File: config.mk
export PLATFORM = sky130hd
export DESIGN_NAME = seq_divider
export DESIGN_NICKNAME = d
export VERILOG_FILES = /design/src/rtl/div_pkg.sv /design/src/rtl/div_step.sv /design/src/rtl/seq_divider.sv
export SDC_FILE = /design/constraint.sdc
export NUM_CORES = 1
export LEC_CHECK = 0
export BUFFER_PORTS_ARGS = -buffer_cell sky130_fd_sc_hd__buf_2
export CAP_MARGIN = 20
export CORE_AREA = 10 10 139 172
export CTS_CLUSTER_DIAMETER = 30
export DETAILED_ROUTE_END_ITERATION = 10
export DIE_AREA = 0 0 149 182
export PLACE_DENSITY = 0.77
export SLEW_MARGIN = 20
export SYNTH_ARGS = -nofsm -noshare
export SYNTH_HDL_FRONTEND = slang
export SYNTH_SLANG_ARGS = --single-unit
File: constraint.sdc
create_clock -name clk -period 2.99 [get_ports clk]
set_input_delay 0.4485 -clock clk [delete_from_list [all_inputs] [get_ports clk]]
set_output_delay 0.4485 -clock clk [all_outputs]
set_load 0.005 [all_outputs]
File: src/rtl/div_pkg.sv
// rtl/div_pkg.sv - shared constants, state encoding and helpers for seq_divider
package div_pkg;

  localparam int DIV_WIDTH = 32;
  localparam int DIV_ITERS = 32;
  localparam int CNT_W     = $clog2(DIV_ITERS);

  typedef enum logic [1:0] {
    IDLE  = 2'd0,
    CALC  = 2'd1,
    FIXUP = 2'd2,
    DONE  = 2'd3
  } div_state_t;

  // Two's-complement negate when neg is set, pass through otherwise.
  function automatic logic [DIV_WIDTH-1:0] neg_if(input logic neg,
                                                  input logic [DIV_WIDTH-1:0] v);
    return neg ? (~v + 1'b1) : v;
  endfunction

endpackage

File: src/rtl/div_step.sv
// rtl/div_step.sv - one radix-2 restoring division iteration (combinational)
module div_step #(
  parameter int WIDTH = 32
) (
  input  logic [WIDTH-1:0] rem_in,
  input  logic [WIDTH-1:0] quo_in,
  input  logic [WIDTH-1:0] divisor,
  output logic [WIDTH-1:0] rem_out,
  output logic [WIDTH-1:0] quo_out
);

  // partial is the 33-bit shifted remainder; the kept remainder is always
  // below the divisor, so the difference fits back into WIDTH bits.
  logic [WIDTH:0] partial;
  logic           fits;

  // Shift in the next dividend bit, trial-subtract, keep or restore.
  always_comb begin
    partial = {rem_in, quo_in[WIDTH-1]};
    fits    = (partial >= {1'b0, divisor});
    rem_out = fits ? (partial[WIDTH-1:0] - divisor) : partial[WIDTH-1:0];
    quo_out = {quo_in[WIDTH-2:0], fits};
  end

endmodule

File: src/rtl/seq_divider.sv
// rtl/seq_divider.sv - fixed-latency sequential signed/unsigned divider
module seq_divider
  import div_pkg::*;
#(
  parameter int WIDTH = DIV_WIDTH
) (
  input  logic             clk,
  input  logic             rst_n,
  input  logic             start,
  input  logic [WIDTH-1:0] dividend,
  input  logic [WIDTH-1:0] divisor,
  input  logic             sign,
  output logic [WIDTH-1:0] quotient,
  output logic [WIDTH-1:0] remainder,
  output logic             busy,
  output logic             done,
  output logic             div_by_zero
);

  div_state_t       state, state_next;
  logic [CNT_W-1:0] cnt;
  logic [WIDTH-1:0] quo_w, rem_w, dvs_r;
  logic [WIDTH-1:0] quo_step, rem_step;
  logic             neg_q, neg_r, dvs_zero;
  logic             dvd_neg, dvs_neg;

  assign dvd_neg = sign & dividend[WIDTH-1];
  assign dvs_neg = sign & divisor[WIDTH-1];

  div_step #(.WIDTH(WIDTH)) u_step (
    .rem_in  (rem_w),
    .quo_in  (quo_w),
    .divisor (dvs_r),
    .rem_out (rem_step),
    .quo_out (quo_step)
  );

  // State register.
  always_ff @(posedge clk) begin
    if (!rst_n) state <= IDLE;
    else        state <= state_next;
  end

  // Next-state and status decode; start is only looked at in IDLE.
  always_comb begin
    state_next = state;
    busy       = 1'b0;
    done       = 1'b0;
    case (state)
      IDLE:  if (start) state_next = CALC;
      CALC: begin
        busy = 1'b1;
        if (cnt == CNT_W'(DIV_ITERS - 1)) state_next = FIXUP;
      end
      FIXUP: begin
        busy       = 1'b1;
        state_next = DONE;
      end
      DONE: begin
        busy       = 1'b1;
        done       = 1'b1;
        state_next = IDLE;
      end
      default: state_next = IDLE;
    endcase
  end

  // Operand capture, iteration and sign fix-up; results only change in FIXUP.
  always_ff @(posedge clk) begin
    if (!rst_n) begin
      cnt         <= '0;
      quo_w       <= '0;
      rem_w       <= '0;
      dvs_r       <= '0;
      neg_q       <= 1'b0;
      neg_r       <= 1'b0;
      dvs_zero    <= 1'b0;
      quotient    <= '0;
      remainder   <= '0;
      div_by_zero <= 1'b0;
    end else begin
      case (state)
        IDLE: if (start) begin
          quo_w       <= neg_if(dvd_neg, dividend);
          rem_w       <= '0;
          dvs_r       <= neg_if(dvs_neg, divisor);
          neg_q       <= dvd_neg ^ dvs_neg;
          neg_r       <= dvd_neg;
          dvs_zero    <= (divisor == '0);
          cnt         <= '0;
          div_by_zero <= 1'b0;
        end
        CALC: begin
          quo_w <= quo_step;
          rem_w <= rem_step;
          cnt   <= cnt + 1'b1;
        end
        FIXUP: begin
          // A zero divisor leaves the dividend magnitude in rem_w, so the
          // remainder sign rule restores the original dividend; only the
          // quotient needs forcing to all ones.
          quotient    <= dvs_zero ? '1 : neg_if(neg_q, quo_w);
          remainder   <= neg_if(neg_r, rem_w);
          div_by_zero <= dvs_zero;
        end
        default: ;
      endcase
    end
  end

endmodule

Word level (Yosys, flattened, before mapping)
Cells that the tools add are included.

operators by class
  add/subtract/negate cells = 6
  $lt $le $gt $ge = 1
  eq/ne operators = 6
  multiplexer cells = 19
  bitwise logic cells = 7
  reduce and logical (&&, ||, !) cells = 9

operator list
  cell                   number
  $mux 32                8
  $add 32x1->32 const B  4
  $not 32->32            4
  $pmux 32 s2            2
  $ge 33x32->1           1
  $logic_not 32->1       1
  $sub 32x32->32         1
  $pmux 5 s2             1
  $pmux 2 s4             1
  $reduce_and 2->1       4
  $add 5x1->5 const B    1
  $eq 5x5->1 const B     1
  $mux 5                 1
  $eq 2x2->1 const B     2
  $mux 2                 2
  $ne 2x2->1 const B     2
  $reduce_bool 2->1      2
  $mux 1                 3
  $reduce_or 3->1        1
  $and 1x1->1            2
  $eq 2x1->1 const B     1
  $logic_not 2->1        1
  $pmux 1 s2             1
  $xor 1x1->1            1

word-level totals
  register bits = 171
  output and inout bits = 67
  logic and storage cells = 59

Depth between registers and ports, before layout
  word-level depth = 5
  gate-level depth with buffers = 14
  depth with buffers taken out = 13

Modules after synthesis
A second synthesis with hierarchy kept.

unflattened totals
  cell total of the unflattened synthesis = 1,483
  area total of the unflattened synthesis = 11,659.9 sq um

modules (own cells, without submodules)
  module       instances  cells an instance  area an instance (sq um)  seq. area each (sq um)
  seq_divider  1          1,121              9,028.7                   3,423.3
  div_step     1          362                2,631.3                   0.0

Worst setup path before layout
No wires, ideal clock.

  path type = reg-to-reg
  from = reg rem_w[2]
  to = reg remainder[29]
  setup time = 0.118 ns
  arrival time = 3.124 ns
  required time = 2.872 ns
  setup slack = -0.252 ns
  cell stages (with the launch flop) = 11
  buffers on the path = 1
  period minus slack after synthesis = 3.242 ns
  path through = dfxtp_1 -> buf_6 -> or4_4 -> or4_4 -> or4_4 -> or2_1 -> or3_4 -> or2_4 -> o41ai_4 -> xor2_1 -> o21ai_1

on the way
  word-level cells in the longest chain between the ends = 3

ends and longest elaborated chain
  item                      RTL line            text
  start: declaration        seq_divider.sv:22   logic [WIDTH-1:0] quo_w, rem_w, dvs_r;
  start signal: assignment  seq_divider.sv:95   rem_w <= rem_step;
  $not 32->32               div_pkg.sv:18       return neg ? (~v + 1'b1) : v;
  $add 32x1->32             div_pkg.sv:18
  $mux 32                   div_pkg.sv:18
  end signal: assignment    seq_divider.sv:103  remainder <= neg_if(neg_r, rem_w);
  end: declaration          seq_divider.sv:14   output logic [WIDTH-1:0] remainder,

No other way between the ends.
A chain may end at the register's enable or synchronous reset.

Final worst setup path
Ends and elaborated chain as after synthesis.

==> metrics <==
setup TNS=-0.275 ns; Max VDD drop=0.591 mV; H-tree levels=4; # rows=slightly below 60; CTS tree=built; synth top area cells=dfxtp_1 (31%), nand2_1 (6.7%), o21ai_0 (6.2%); CTS Buffer Depth=2; violated checks=negative setup slack; WL final=32,500 um; slew margin rel.=0.341; top-count cell post-synth=nand2_1; part of the power in the clock network=0.211; P per Cell Area=~840 mW/mm^2; synth cell count leaders=nand2_1 (194), dfxtp_1 (171), o21ai_0 (135); sw frac=0.419; Yosys top cell area share=0.314; Post-Syn Instances=roughly 1,400; Switching Power=4.55 mW; Sequential Power Share=0.316; Routed Antenna Nets=0; Clock Pin Slew Worst Setup and Hold Paths=~0.070 ns; layout cell share with drive strength beyond 1=0.202; RSZ-0062 raised after global routing=true; Final Cycle Share=1.04; first-pass GRT wire length=51,700 um; combinational share of power=0.473; Detailed Route Iter0 Violations=726; Mapped Nets=1,499; type of the worst setup path=register to register; Worst Setup End Kind=register; Warnings, synthesis=0; Final setup viols=3; synth unique cells=59; post-synthesis sequential area ratio=0.314; Worst Path Arrival=3.44 ns; Post-synth EDFFs=0; Starting Density=0.527; Placement Cell Area=0.0123 sq mm; port buffer count=134; DP HPWL=24,900 um; Synth Cell Area=between 0.01 and 0.015 sq mm; Core ar.=0.0207 sq mm; reg-to-reg slack, setup=-0.12 ns; clock latency on the worst-skew pair=0.44 ns; status=complete, but fails checks; nets@finish=1,652; Die Ht=182 um; Max Clock Freq=321 MHz; vias in the first global route=10,600; die area=about 0.027 sq mm; Fin Clk Skew=0.0122 ns; FILL cells=1,831; Synth area leader=dfxtp_1; startpoint types=register; worst-margin pin slew=0.986 ns; FF/Latch Area=0.00342 sq mm; Mean Syn Cell Area=7.86 sq um; wire per inst=17.8 um; Multi-input gate area=0.00706 sq mm; total power=around 11 mW; All-Layer GR Usage=0.231; I/O pin count=135; Via-to-Cell Ratio=around 6; Max Cap Viol=0; leakage power=5.89 nW; max-slew violations=0; root buffer cell=clkbuf_16; ANT cells=0; CP max FO=3; largest net degree at the start of global routing=88; CTS Sinks=171; gr ovfl total=0; Core Util, Final=0.629; Vias=10,800; initial antenna violation count=0; Final Instance Area=0.0130 sq mm; Final Hold Vio Count=0; ys flop type=dfxtp_1; Internal Power=approximately 6.3 mW; Die Span X=149 um; ys async rst share=0; total iterations of the first detailed-routing run=5; Tmin final=3.11 ns; post-route worst setup slack=-0.125 ns; drc violations=0; Required @ worst endpoint=3.32 ns; pre-CTS setup slack=-0.0984 ns; Num CTS Buffers=17; Hold Crit Class=input port to register; routability cong.=0.952; #FFs+latches synth=171; area growth from synthesis to layout=19.3%
-- kinds of logic after synthesis --
logic type	after synthesis	share of synthesized area
compound gates	445	0.279
simple gates	431	0.184
flops	171	0.314
buf+inv	149	0.0521
xor+xnor	138	0.111
fa+ha+maj	44	0.0512
mux	9	0.00827
-- routing by layer --
metal	up-vias	global-route usage	share of wire
li1	5265	-	-
met1	5163	0.242	0.39
met2	306	0.428	0.52
met3	93	0.0348	0.045
met4	0	0.122	0.045
met5	-	0	0
-- cell usage in the layout (no fill, tap or decap), types with 39 or more instances in the layout --
cell type | Yosys | final
a21oi_1 | 98 | 97
buf_2 | 1 | 133
buf_4 | 0 | 90
dfxtp_1 | 171 | 170
ha_1 | 43 | 39
inv_1 | 59 | 59
nand2_1 | 194 | 192
nor2_1 | 76 | 76
o211a_1 | 51 | 51
o21ai_0 | 135 | 131
xnor2_1 | 72 | 72
xor2_1 | 66 | 66
-- power groups by stage --
stage,sequential [mW],clock [mW],combinational (mW)
finish,3.43,2.29,5.14
floorplan,3.39,0,3.30
global placement,3.45,0,4.93
detailed placement,3.47,0,5.00
global route,3.51,2.40,5.67
CTS,3.42,2.31,5.04
-- layout make-up --
| class | count | area share |
|---|---|---|
| Timing Repair Buffer | 224 | 0.105 |
| Multi-Input combinational cell | 1067 | 0.543 |
| Tap cell | 274 | 0.0264 |
| Sequential cell | 171 | 0.263 |
| Clock buffer | 18 | 0.0338 |
| Inverter | 59 | 0.0170 |
| Clock inverter | 14 | 0.0122 |
-- worst max-delay path: stages, from the launching register on --
cell	delay [ns]
dfxtp_2	0.32
or4_4	0.53
or4_4	0.43
or4_4	0.42
or2_1	0.25
or3_4	0.33
or2_4	0.26
o41ai_4	0.22
xor2_1	0.17
o21ai_1	0.07
-- what timing repair did --
item	CTS	global route
buffers inserted	0	1
hold buffers	0	0
gates resized for setup	4	25
setup endpoints to repair	7	42
cloned	0	0
pin swaps	1	6
-- path summary, 6_finish.rpt --
path / start / end / cells after the start
worst max-delay path: rem_w[2] / remainder[29] / 9
worst min register to register: dvs_r[31] / dvs_r[31] / 2
worst max register to register: rem_w[2] / remainder[29] / 9
worst min-delay path: divisor[0] / dvs_r[0] / 3
-- state kept, by name (all words and copies together) (netlist names) --
register     count
cnt              5
div_by_zero      1
dvs_r           32
dvs_zero         1
neg_q            1
neg_r            1
quo_w           32
quotient        32
rem_w           32
remainder       32
state            2
-- per-stage QoR --
stage	std cells	hold slack (ns)
5_1_grt	1827	0.327
3_5_place_dp	1794	0.449
6_report	1827	0.297
3_3_place_gp	1794	0.446
4_1_cts	1826	0.294
2_1_floorplan	1387	0.434
Power figures use the tool's default switching activity.
